$ cat config.mk
export PLATFORM = sky130hd
export DESIGN_NAME = mem_port_arbiter
export DESIGN_NICKNAME = d
export VERILOG_FILES = /design/src/rtl/arb_pkg.sv /design/src/rtl/arb_starve_ctr.sv /design/src/rtl/mem_port_arbiter.sv
export SDC_FILE = /design/constraint.sdc
export NUM_CORES = 1
export LEC_CHECK = 0
export ABC_AREA = 1
export CAP_MARGIN = 20
export CORE_MARGIN = 4
export CORE_UTILIZATION = 30
export CTS_CLUSTER_DIAMETER = 80
export DETAILED_ROUTE_END_ITERATION = 8
export MAX_ROUTING_LAYER = met4
export SLEW_MARGIN = 10
export SYNTH_ARGS = -nofsm -noshare
export SYNTH_HDL_FRONTEND = slang
export SYNTH_SLANG_ARGS = --single-unit
$ cat constraint.sdc
create_clock -name clk -period 1.75 [get_ports clk]
set_input_delay 0.525 -clock clk [delete_from_list [all_inputs] [get_ports clk]]
set_output_delay 0.525 -clock clk [all_outputs]
set_load 0.01 [all_outputs]
$ cat src/rtl/arb_pkg.sv
// Shared types and constants for the unified-memory port arbiter.
package arb_pkg;

    typedef enum logic [2:0] {
        IDLE,
        BUSY_IF,
        BUSY_DM,
        DONE_IF,
        DONE_DM
    } arb_state_e;

    localparam logic OWN_IF = 1'b0;
    localparam logic OWN_DM = 1'b1;

    localparam logic [31:0] ERR_RDATA = 32'h0;

endpackage

$ cat src/rtl/arb_starve_ctr.sv
// Saturating count of data grants taken while a fetch was waiting; forces a fetch grant at the cap.
module arb_starve_ctr #(
    parameter int unsigned STARVE_MAX = 4
) (
    input  logic clk,
    input  logic reset,
    input  logic i_if_req,
    input  logic i_dm_grant,
    input  logic i_if_grant,
    output logic o_force_if
);

    localparam logic [3:0] CntMax = 4'(STARVE_MAX);

    logic [3:0] r_cnt;

    always_ff @(posedge clk) begin
        if (reset) begin
            r_cnt <= 4'd0;
        end else if (i_if_grant) begin
            r_cnt <= 4'd0;
        end else if (i_dm_grant && i_if_req && (r_cnt != CntMax)) begin
            r_cnt <= r_cnt + 4'd1;
        end
    end

    assign o_force_if = (r_cnt == CntMax);

endmodule

$ cat src/rtl/mem_port_arbiter.sv
// Arbitrates the fetch and data ports onto one single-ported memory with a req/ack handshake,
// returning read data with a one-cycle ready pulse and aborting accesses that never get acked.
module mem_port_arbiter
    import arb_pkg::*;
#(
    parameter int unsigned STARVE_MAX  = 4,
    parameter int unsigned TIMEOUT_CYC = 64
) (
    input  logic        clk,
    input  logic        reset,
    input  logic        i_if_req,
    input  logic [31:0] i_if_addr,
    output logic [31:0] o_if_rdata,
    output logic        o_if_ready,
    input  logic        i_dm_req,
    input  logic        i_dm_we,
    input  logic [3:0]  i_dm_be,
    input  logic [31:0] i_dm_addr,
    input  logic [31:0] i_dm_wdata,
    output logic [31:0] o_dm_rdata,
    output logic        o_dm_ready,
    output logic        o_err,
    output logic        o_mem_req,
    output logic        o_mem_we,
    output logic [3:0]  o_mem_be,
    output logic [31:0] o_mem_addr,
    output logic [31:0] o_mem_wdata,
    input  logic        i_mem_ack,
    input  logic [31:0] i_mem_rdata
);

    localparam logic [7:0] TmoLast = 8'(TIMEOUT_CYC - 1);

    arb_state_e  r_state, w_state_next;
    logic [7:0]  r_tmo;
    logic        r_err;
    logic        r_mem_we;
    logic [3:0]  r_mem_be;
    logic [31:0] r_mem_addr, r_mem_wdata;
    logic [31:0] r_if_rdata, r_dm_rdata;

    logic w_grant, w_own, w_force_if, w_tmo_hit, w_busy, w_done;

    arb_starve_ctr #(
        .STARVE_MAX (STARVE_MAX)
    ) u_starve (
        .clk        (clk),
        .reset      (reset),
        .i_if_req   (i_if_req),
        .i_dm_grant (w_grant && (w_own == OWN_DM)),
        .i_if_grant (w_grant && (w_own == OWN_IF)),
        .o_force_if (w_force_if)
    );

    assign w_tmo_hit = (r_tmo == TmoLast);
    assign w_busy    = (r_state == BUSY_IF) || (r_state == BUSY_DM);
    assign w_done    = (r_state == DONE_IF) || (r_state == DONE_DM);

    always_comb begin
        w_state_next = r_state;
        w_grant      = 1'b0;
        w_own        = OWN_DM;
        case (r_state)
            IDLE: begin
                if (i_dm_req || i_if_req) begin
                    w_grant = 1'b1;
                    if (i_dm_req && !(i_if_req && w_force_if)) begin
                        w_own        = OWN_DM;
                        w_state_next = BUSY_DM;
                    end else begin
                        w_own        = OWN_IF;
                        w_state_next = BUSY_IF;
                    end
                end
            end
            BUSY_IF: if (i_mem_ack || w_tmo_hit) w_state_next = DONE_IF;
            BUSY_DM: if (i_mem_ack || w_tmo_hit) w_state_next = DONE_DM;
            default: w_state_next = IDLE;
        endcase
    end

    always_ff @(posedge clk) begin
        if (reset) begin
            r_state     <= IDLE;
            r_tmo       <= 8'd0;
            r_err       <= 1'b0;
            r_mem_we    <= 1'b0;
            r_mem_be    <= 4'h0;
            r_mem_addr  <= 32'h0;
            r_mem_wdata <= 32'h0;
            r_if_rdata  <= 32'h0;
            r_dm_rdata  <= 32'h0;
        end else begin
            r_state <= w_state_next;
            if (w_grant) begin
                r_tmo <= 8'd0;
                r_err <= 1'b0;
                if (w_own == OWN_DM) begin
                    r_mem_we    <= i_dm_we;
                    r_mem_be    <= i_dm_be;
                    r_mem_addr  <= i_dm_addr;
                    r_mem_wdata <= i_dm_wdata;
                end else begin
                    r_mem_we    <= 1'b0;
                    r_mem_be    <= 4'hF;
                    r_mem_addr  <= i_if_addr;
                    r_mem_wdata <= 32'h0;
                end
            end
            if (w_busy) begin
                if (i_mem_ack) begin
                    // Stores leave the last load result intact.
                    if (r_state == BUSY_IF) r_if_rdata <= i_mem_rdata;
                    else if (!r_mem_we)     r_dm_rdata <= i_mem_rdata;
                end else if (w_tmo_hit) begin
                    r_err <= 1'b1;
                    if (r_state == BUSY_IF) r_if_rdata <= ERR_RDATA;
                    else                    r_dm_rdata <= ERR_RDATA;
                end else begin
                    r_tmo <= r_tmo + 8'd1;
                end
            end
        end
    end

    assign o_mem_req   = w_busy;
    assign o_mem_we    = r_mem_we;
    assign o_mem_be    = r_mem_be;
    assign o_mem_addr  = r_mem_addr;
    assign o_mem_wdata = r_mem_wdata;
    assign o_if_rdata  = r_if_rdata;
    assign o_dm_rdata  = r_dm_rdata;
    assign o_if_ready  = (r_state == DONE_IF);
    assign o_dm_ready  = (r_state == DONE_DM);
    assign o_err       = w_done && r_err;

endmodule

==> out/metrics.yaml, run 1 <==
period_minus_slack_ns: 1.771
yosysUniqueCellTypes: 25
fin_skew_ns: 0.008893
slowest_delay_ns: 0.36
cts-root-buf: "clkbuf_16"
synth.area.top_cells: "dfxtp_1, nand2_1, a21oi_1"
ys_ff_latch: 149
hold_violations: 0
hold_depth: 2
fin_nets: 1321
rsz0062_at_grt: "yes"
ys_seq_area_frac: 0.4769
hold-worst-slack_ns: 0.4549
syn_avg_cell_area_um2: 6.973
tns_ns: -0.02949
critPathLaunch: "r_state[2]"
endpoint_kind: "output port"
crit_path_max_fanout: 3
synth_top_area_share: 0.4769
rrSetupSlack_ns: 0.11
routed.top_layer: "met4"
cp.depth: 5
crit_top_cell: "nand2_2"
drt_first_iter_violations: 294
dp_hpwl_mm: 14.22
n_antenna_cell: 0
synth_warnings: 0
setup_slack_ns: -0.02124
wl_met2_mm: 9.742
maxSlewViolCount: 0
crit-reg2reg-capture: "o_if_rdata[6]"
cts_tree: "done"
final-setup-viol-count: 2
layout-drive-gt1-share: 0.08801
vias: 6513
clkSinkCount: 149
die_w_um: 152.4
tightest_slew_ns: 0.3822
peakVddDrop_mv: 0.6742
die-area_mm2: 0.02322
htreeDepth: 4
clockBufferDepth: 2
port_buffers: 274
wire_per_inst_um: 14.17
grt_max_degree: 80
io_pins: 275
insertion_delay_ns: 0.42
synth_fp_nets: 1038
start_util: 0.3071
timing.fmax_mhz: 564.6
violations: "setup timing"
dr.pass1.iters: 5
detailroute.wirelength.met3_mm: 1.524
ant_nets: 0
synth_cells: 897
totalPowerFinal_mw: 13.27
synth_area_leader_cell: "dfxtp_1"
grtUsageTotal: 0.1773
synth_common_cells: "nand2_1, dfxtp_1, a21oi_1"
n_fill_cell: 2065
cp_top_family: "flip-flops"
status: "finished, violations left"
path_class: "reg -> out"
stdcell_count: 1463
cts-hold-fix-buffers: 0
p_per_area_mw_per_mm2: 1327
syn_area_mm2: 0.006255
multi_input_area_mm2: 0.002695
gr-total-overflow: 0
register_area_mm2: 0.002992
required_ns: 1.22
worstSetupStartpointType: "register"
grt_pass1_wl_mm: 32.92
endpoint: "o_mem_req"
yosysMostFrequentCell: "nand2_1"
antenna_found_initial: 0
drt-met1-wl_mm: 9.103
power_leakage_nw: 4.849
drt_wl_total_mm: 20.73
synth_edf_count: 0
reg2reg_depth: 11
clkTransAtPathRegs_ns: 0.06
timing.rr.start: "r_state[2]"
drcViolationCount: 0
viasPerCell: 4.452
numCtsBuffers: 17
gp_congestion: 0.7948
async_reset_ff_frac: 0
dp.cells: 1421
grt_pass1_vias: 6225
hold_class: "reg -> reg"
coreArea_mm2: 0.02036
path_cells: "buf_4 > nor2_4 > nand2_2 > nand2_2 > buf_6"
rows: 52
critical_path_buf_inv_count: 2
synth_flop_cell: "dfxtp_1"
crit_slowest_cell: "dfxtp_4"
die_h_um: 152.4
cp_data_arrival_time_ns: 1.25
area_growth_pct: 59.89
relSlewSlack: 0.7452
cap_violations: 0
period_share: 1.012
==> how the worst min path moves through the flow <==
stage / to / start
2_1_floorplan: r_err / r_err
3_3_place_gp: o_dm_rdata[24] / o_dm_rdata[24]
3_5_place_dp: o_if_rdata[0] / o_if_rdata[0]
4_1_cts: o_if_rdata[0] / o_if_rdata[0]
5_1_grt: o_mem_wdata[10] / o_mem_wdata[10]
6_report: o_dm_rdata[4] / o_dm_rdata[4]
==> power by group <==
group	switching, mW	internal, mW
clock network	1.55	2.16
logic	2.89	2.29
registers	0.329	4.05
total	4.77	8.50
==> sequential cells by signal, summed over array words and instances, names as in the netlist <==
name	count
o_if_rdata	32
r_state	3
r_err	1
o_mem_addr	32
o_mem_wdata	32
o_mem_we	1
o_dm_rdata	32
u_starve.r_cnt	4
r_tmo	8
o_mem_be	4
==> per-stage QoR <==
| step | cell area (um^2) | util | worst slack (ns) |
|---|---|---|---|
| after floorplan | 6255 | - | 0.2450 |
| after global placement | 9420 | 0.4626 | -0.2869 |
| after detailed placement | 9420 | 0.4626 | -0.3302 |
| after CTS | 9893 | 0.4858 | -0.04467 |
| after global routing | 10000 | 0.4911 | -0.1001 |
| final | 10000 | 0.4911 | -0.02124 |
==> cell families (layout without fill, tap and decap cells) <==
family,count (synthesis),in the layout,share of synthesized area
compound gates,121,121,0.09862
xor+xnor,2,2,0.002801
fa+ha+maj,3,3,0.006002
buf+inv,137,433,0.09802
flops,149,149,0.4769
simple gates,485,485,0.3177
==> layer usage <==
layer	vias to the layer above	GRT usage
li1	3365	-
met1	2917	0.2163
met2	208	0.2813
met3	23	0.05765
met4	0	0.05223
met5	-	-
==> cells in the final DEF (no fill, tap or decap), types with 3 or more instances in the layout <==
master           Yosys  final
nor2_4               3      5
dfxtp_1            149    144
nand4_1              3      3
dfxtp_2              0      4
nor3_1               6      5
ha_1                 3      3
nand2_1            366    363
inv_6                0      3
a21oi_1            108    108
nor2_1              24     21
clkbuf_16            0     18
inv_1               79     78
inv_2                4      4
clkdlybuf4s50_1      0    135
buf_6                9      6
clkinvlp_4           0      5
nand2_2              1      4
dlygate4sd2_1        0    133
buf_4                1     30
o21ai_0              9      9
nand3_1             78     78
buf_12               0     11
==> timing repair <==
action	in CTS	in global routing
endpoints found under the setup margin	137	18
gates cloned	0	1
resized for setup	162	15
buffers inserted	6	5
pin swaps	5	6
==> cell type report <==
class,count,share of cell area
timing repair buffer,317,0.3066
tap,270,0.03378
multi-input combinational,611,0.2695
clock buffer,19,0.04429
sequential,149,0.2991
inverter,84,0.03178
clock inverter,13,0.01489
==> worst reg2reg max path: stages (launching register included) <==
cell     delay, ns
dfxtp_4       0.36
buf_4         0.14
nor2_4        0.07
nand2_2       0.06
buf_4         0.13
buf_4         0.12
buf_4         0.13
inv_2         0.08
nand2_1       0.09
buf_12        0.18
nand2_1       0.09
a21oi_1       0.05
Power figures use the tool's default switching activity.
==> inputs of run 2 (changes only) <==
- ABC_AREA: 1 -> default
==> run 2 against run 1 <==
The flow still finishes with violations (setup timing). Wire length up 1.6%. Combinational power is 10% lower. Final area increased by 0.51%. Clock skew about the same. Critical endpoint is now o_err. Area after synthesis fell by 9.1%. Maximum frequency fell by 2.1%. Synthesized cell count shrank 35%. Count of clock-buffer cells in the layout down 1. Power decreased by 4.8%. Critical path depth decreased by 1.
==> out/metrics.yaml, run 2 <==
status: "finished, violations left"  # unchanged
violations: "setup timing"  # unchanged
grtUsageTotal: 0.1906  # was 0.1773
cellInternalPower_mw: 8.646  # was 8.501 mW
layout-drive-gt1-share: 0.1799  # was 0.08801
dp_hpwl_mm: 14.13  # was 14.22 mm
seq_power_share: 0.333  # was 0.330
stdcell_count: 1140  # was 1463
insertion_delay_ns: 0.42  # about the same
clkTransAtPathRegs_ns: 0.06  # about the same
power_frac_clock: 0.298  # was 0.280
peakVddDrop_mv: 0.7276  # was 0.6742 mV
io_pins: 275  # unchanged
vias: 5934  # was 6513
wire_per_inst_um: 18.47  # was 14.17 um
n_antenna_cell: 0  # unchanged
crit-reg2reg-capture: "r_tmo[0]"  # was o_if_rdata[6]
crit_path_max_fanout: 4  # was 3
synth_warnings: 0  # unchanged
grt_max_degree: 50  # was 80
drt_first_iter_violations: 216  # was 294
final_cell_mix: "dfxtp_1, dlygate4sd2_1, clkdlybuf4s50_1"  # was nand2_1, dfxtp_1, clkdlybuf4s50_1
htreeDepth: 4  # unchanged
switchingPower_mw: 3.986  # was 4.766 mW
dp.cells: 1083  # was 1421
synth_flop_cell: "dfxtp_1"  # unchanged
power_leakage_nw: 4.300  # was 4.849 nW
cts_tree: "done"  # unchanged
die_h_um: 145.7  # was 152.4 um
period_minus_slack_ns: 1.810  # was 1.771 ns
synth_cells: 582  # was 897
cp_data_arrival_time_ns: 1.28  # was 1.25 ns
ys_seq_area_frac: 0.5245  # was 0.4769
relSlewSlack: 0.6489  # was 0.7452
synth_common_cells: "dfxtp_1, a21oi_1, nor2_1"  # was nand2_1, dfxtp_1, a21oi_1
start_util: 0.3040  # was 0.3071
comb_power_share: 0.368  # was 0.390
clockBufferDepth: 2  # unchanged
synth_fp_nets: 723  # was 1038
endpoint_kind: "output port"  # unchanged
fin_area_mm2: 0.01005  # was 0.01000 mm^2
port_buffers: 274  # unchanged
async_reset_ff_frac: 0  # unchanged
ys_ff_latch: 149  # unchanged
coreArea_mm2: 0.01871  # was 0.02036 mm^2
setup_slack_ns: -0.05965  # was -0.02124 ns
antenna_found_initial: 0  # unchanged
clkSinkCount: 149  # unchanged
tightest_slew_ns: 0.5267  # was 0.3822 ns
cts-root-buf: "clkbuf_16"  # unchanged
hold_violations: 0  # unchanged
reg2reg_depth: 7  # was 11
path_cells: "inv_2 > nor3b_4 > o21a_1 > buf_4"  # was buf_4 > nor2_4 > nand2_2 > nand2_2 > buf_6
gp_congestion: 0.7741  # was 0.7948
place_area_mm2: 0.008977  # was 0.009420 mm^2
viasPerCell: 5.205  # was 4.452
grt_pass1_vias: 6174  # was 6225
numCtsBuffers: 17  # unchanged
rsz0062_at_grt: "yes"  # unchanged
tns_ns: -0.4350  # was -0.02949 ns
totalPowerFinal_mw: 12.63  # was 13.27 mW
yosysUniqueCellTypes: 49  # was 25
timing.rr.start: "r_state[0]"  # was r_state[2]
grt_pass1_wl_mm: 32.15  # was 32.92 mm
layout_commonest_cell: "dfxtp_1"  # was nand2_1
hp-start: "o_if_rdata[31]"  # was o_dm_rdata[4]
fin_nets: 1034  # was 1321
hold_depth: 1  # was 2
maxSlewViolCount: 0  # unchanged
p_per_area_mw_per_mm2: 1257  # was 1327 mW/mm^2
synth.area.top_cells: "dfxtp_1, a221o_1, a32o_1"  # was dfxtp_1, nand2_1, a21oi_1
min_to: "o_if_rdata[31]"  # was o_dm_rdata[4]
crit_slowest_cell: "dfxtp_4"  # unchanged
syn_avg_cell_area_um2: 9.771  # was 6.973 um^2
synth_edf_count: 0  # unchanged
slowest_delay_ns: 0.38  # was 0.36 ns
yosysMostFrequentCell: "dfxtp_1"  # was nand2_1
timing.fmax_mhz: 552.6  # was 564.6 MHz
drt_wl_total_mm: 21.06  # was 20.73 mm
rrSetupSlack_ns: -0.05  # was 0.11 ns
die-area_mm2: 0.02122  # was 0.02322 mm^2
fin_skew_ns: 0.008430  # was 0.008893 ns
drcViolationCount: 0  # unchanged
gr-total-overflow: 0  # unchanged
period_share: 1.034  # was 1.012
path_class: "reg -> out"  # unchanged
synth_top_area_share: 0.5245  # was 0.4769
ant_nets: 0  # unchanged
area_growth_pct: 76.76  # was 59.89%
cap_violations: 0  # unchanged
synth_area_leader_cell: "dfxtp_1"  # unchanged
final-setup-viol-count: 25  # was 2
rows: 50  # was 52
syn_area_mm2: 0.005687  # was 0.006255 mm^2
dr.pass1.iters: 4  # was 5
hold_class: "reg -> reg"  # unchanged
critPathLaunch: "r_state[0]"  # was r_state[2]
switching_share: 0.3155  # was 0.3592
required_ns: 1.22  # about the same
worstSetupStartpointType: "register"  # unchanged
die_w_um: 145.7  # was 152.4 um
## run 2: area by class of cell
type,count,area [um^2]
Fill cell,1678,8653
Timing Repair Buffer,350,3467
Sequential cell,149,2997
Multi-Input combinational cell,370,2666
Clock buffer,18,439.2
Tap cell,234,292.8
Clock inverter,14,171.4
Inverter,5,18.77
## run 2: kinds of logic (layout without fill, tap and decap cells)
logic type,after synthesis,after routing,share of synthesized area
compound gates,196,196,0.2539
xor+xnor,1,1,0.001540
simple gates,165,165,0.1571
buf+inv,63,387,0.04731
fa+ha+maj,3,3,0.006601
mux,5,5,0.009021
flops,149,149,0.5245
## run 2: worst max-delay path, delay by kind of cell (launching register included)
family / cells / cell delay [ns]
buffers and inverters: 2 / 0.18
flip-flops: 1 / 0.38
AND/OR/NAND/NOR: 1 / 0.18
AO/OA/AOI/OAI: 1 / 0.13
## run 2: power groups by stage
stage | clock network, mW | logic, mW | registers, mW
floorplan | 0 | 1.55 | 4.43
global placement | 0 | 3.88 | 4.24
detailed placement | 0 | 3.97 | 4.25
CTS | 3.87 | 4.07 | 4.20
global route | 4.04 | 4.99 | 4.27
finish | 3.77 | 4.65 | 4.21
## run 2: how the worst max path moves through the flow
| stage | to | slack [ns] |
|---|---|---|
| after floorplan | o_mem_addr[10] | -0.02 |
| after global placement | o_mem_addr[21] | -0.88 |
| after detailed placement | o_mem_addr[31] | -0.68 |
| after CTS | o_err | -0.08 |
| after global routing | o_err | -0.13 |
| final | o_err | -0.06 |
## run 2: what timing repair did
action                                 in CTS  in global routing
hold buffers                                0                  0
gates cloned                                3                  8
setup buffers                              10                  5
pin swaps                                  16                 43
setup endpoints to repair                 253                126
endpoints found under the hold margin       0                  0
resized for setup                         194                 63
## run 2: per-stage QoR
| stage | hold WS, ns | setup slack (ns) | utilization |
|---|---|---|---|
| CTS | 0.4635 | -0.08492 | 0.5189 |
| floorplan | 0.4502 | -0.02142 | - |
| detailed placement | 0.4534 | -0.6769 | 0.4799 |
| finish | 0.4617 | -0.05965 | 0.5374 |
| global route | 0.4795 | -0.1325 | 0.5374 |
| global placement | 0.4476 | -0.8836 | 0.4793 |
## run 2: per-layer routing
metal	vias up	wire length [um]	global-route usage
li1	2820	-	-
met4	0	490	0.07407
met1	2851	8956	0.2217
met3	35	1104	0.04235
met5	-	0	-
met2	228	10510	0.3212
==> inputs of run 3 (changes only) <==
- CORE_UTILIZATION: 30 -> 41
- PLACE_DENSITY: default -> 0.81
==> run 3 against run 2 <==
The flow still finishes with violations (setup timing). Highest routed layer unchanged. Combinational power is 1% higher. First-iteration DRC count rose by 84%. Utilization up 22 points. Final area rose by 0.93%. Sequential power increased by 1%. Register-to-register slack got worse by 0.07 ns.
==> out/metrics.yaml, run 3 (same netlist as run 2, synthesis figures left out) <==
status: "finished, violations left"  # unchanged
violations: "setup timing"  # unchanged
gr-total-overflow: 0  # unchanged
cts-root-buf: "clkbuf_16"  # unchanged
dp_hpwl_mm: 13.48  # was 14.13 mm
path_cells: "inv_2 > nor3b_4 > o21a_1 > buf_6"  # was inv_2 > nor3b_4 > o21a_1 > buf_4
cts_tree: "done"  # unchanged
fin_skew_ns: 0.009257  # was 0.008430 ns
crit_slowest_cell: "dfxtp_4"  # unchanged
final-setup-viol-count: 75  # was 25
grtUsageTotal: 0.2467  # was 0.1906
drcViolationCount: 0  # unchanged
period_minus_slack_ns: 1.868  # was 1.810 ns
maxSlewViolCount: 0  # unchanged
drt_first_iter_violations: 398  # was 216
grt_pass1_vias: 6123  # was 6174
place_area_mm2: 0.008896  # was 0.008977 mm^2
gp_congestion: 0.8546  # was 0.7741
stdcell_count: 1077  # was 1140
worstSetupStartpointType: "register"  # unchanged
slowest_delay_ns: 0.39  # was 0.38 ns
cp_data_arrival_time_ns: 1.34  # was 1.28 ns
final_cell_mix: "dfxtp_1, dlygate4sd2_1, clkdlybuf4s50_1"  # unchanged
die-area_mm2: 0.01582  # was 0.02122 mm^2
clockBufferDepth: 2  # unchanged
period_share: 1.068  # was 1.034
timing.fmax_mhz: 535.3  # was 552.6 MHz
p_per_area_mw_per_mm2: 1239  # was 1257 mW/mm^2
hold_class: "reg -> reg"  # unchanged
clkTransAtPathRegs_ns: 0.06  # about the same
n_antenna_cell: 0  # unchanged
port_buffers: 274  # unchanged
numCtsBuffers: 17  # unchanged
dr.pass1.iters: 5  # was 4
clkSinkCount: 149  # unchanged
rows: 42  # was 50
wire_per_inst_um: 20.53  # was 18.47 um
die_w_um: 125.8  # was 145.7 um
crit_path_max_fanout: 4  # unchanged
layout-drive-gt1-share: 0.2420  # was 0.1799
hold-worst-slack_ns: 0.4576  # was 0.4617 ns
area_growth_pct: 78.42  # was 76.76%
ant_nets: 0  # unchanged
path_class: "reg -> out"  # unchanged
antenna_found_initial: 0  # unchanged
layout_commonest_cell: "dfxtp_1"  # unchanged
post-route-util: 0.7571  # was 0.5374
tightest_slew_ns: 0.4706  # was 0.5267 ns
coreArea_mm2: 0.01340  # was 0.01871 mm^2
drt_wl_total_mm: 22.11  # was 21.06 mm
htreeDepth: 4  # unchanged
io_pins: 275  # unchanged
grt_pass1_wl_mm: 31.15  # was 32.15 mm
rsz0062_at_grt: "yes"  # unchanged
start_util: 0.4244  # was 0.3040
hold_violations: 0  # unchanged
setup_slack_ns: -0.1182  # was -0.05965 ns
rrSetupSlack_ns: -0.12  # was -0.05 ns
fin_area_mm2: 0.01015  # was 0.01005 mm^2
power_leakage_nw: 4.305  # was 4.300 nW
die_h_um: 125.8  # was 145.7 um
cts-hold-fix-buffers: 0  # unchanged
endpoint_kind: "output port"  # unchanged
required_ns: 1.22  # about the same
grt_max_degree: 65  # was 50
vias: 6235  # was 5934
viasPerCell: 5.789  # was 5.205
relSlewSlack: 0.6862  # was 0.6489
fin_nets: 1030  # was 1034
peakVddDrop_mv: 1.056  # was 0.7276 mV
cap_violations: 0  # unchanged
insertion_delay_ns: 0.42  # about the same
dp.cells: 1022  # was 1083
run 3: repair_timing:
item                                    4_1_cts  5_1_grt
pin swaps                                     9       70
setup buffers                                10        6
cloned                                        2        7
endpoints found under the setup margin      272      145
resized for setup                           183      137
run 3: per-stage QoR:
step / power (mW) / setup TNS, ns / worst slack, ns
floorplan: 5.987 / -0.6386 / -0.02142
CTS: 11.54 / -1.659 / -0.1895
global route: 13.09 / -9.235 / -0.1793
finish: 12.57 / -3.515 / -0.1182
global placement: 7.947 / -46.49 / -0.7595
detailed placement: 8.064 / -46.34 / -0.6054
run 3: power by group:
part           leakage (nW)  switching (mW)  internal [mW]
clock network         0.285            1.38           2.24
registers              1.22           0.343           3.92
logic                  2.80            2.33           2.37
total                  4.30            4.05           8.52
run 3: area by class of cell:
type,instances,area (um^2)
flip-flops and latches,149,2998
inverters,5,18.77
well taps,176,220.2
clock inverters,8,98.84
fillers,895,3254
repair buffers,346,3422
multi-input cells,370,2900
clock buffers,23,488.0
run 3: path summary, 6_finish.rpt:
check	from	end	cells after the start
hold / removal	o_if_rdata[0]	o_if_rdata[0]	1
setup / recovery	r_state[0]	o_err	4
setup reg to reg	u_starve.r_cnt[0]	o_mem_wdata[17]	9
hold reg to reg	o_if_rdata[0]	o_if_rdata[0]	1
run 3: worst max-delay path: cells and delay by family, from the launching register on:
family                 cells  cell delay, ns
flip-flops                 1            0.39
buffers and inverters      2            0.17
AND/OR/NAND/NOR            1            0.20
AO/OA/AOI/OAI              1            0.16
run 3: routing by layer:
metal / GRT usage / up-vias / wire length [um]
met5: - / - / 0
met4: 0.08707 / 0 / 674
met3: 0.06689 / 66 / 1390
met2: 0.4160 / 281 / 11380
met1: 0.2840 / 3078 / 8657
li1: - / 2810 / -
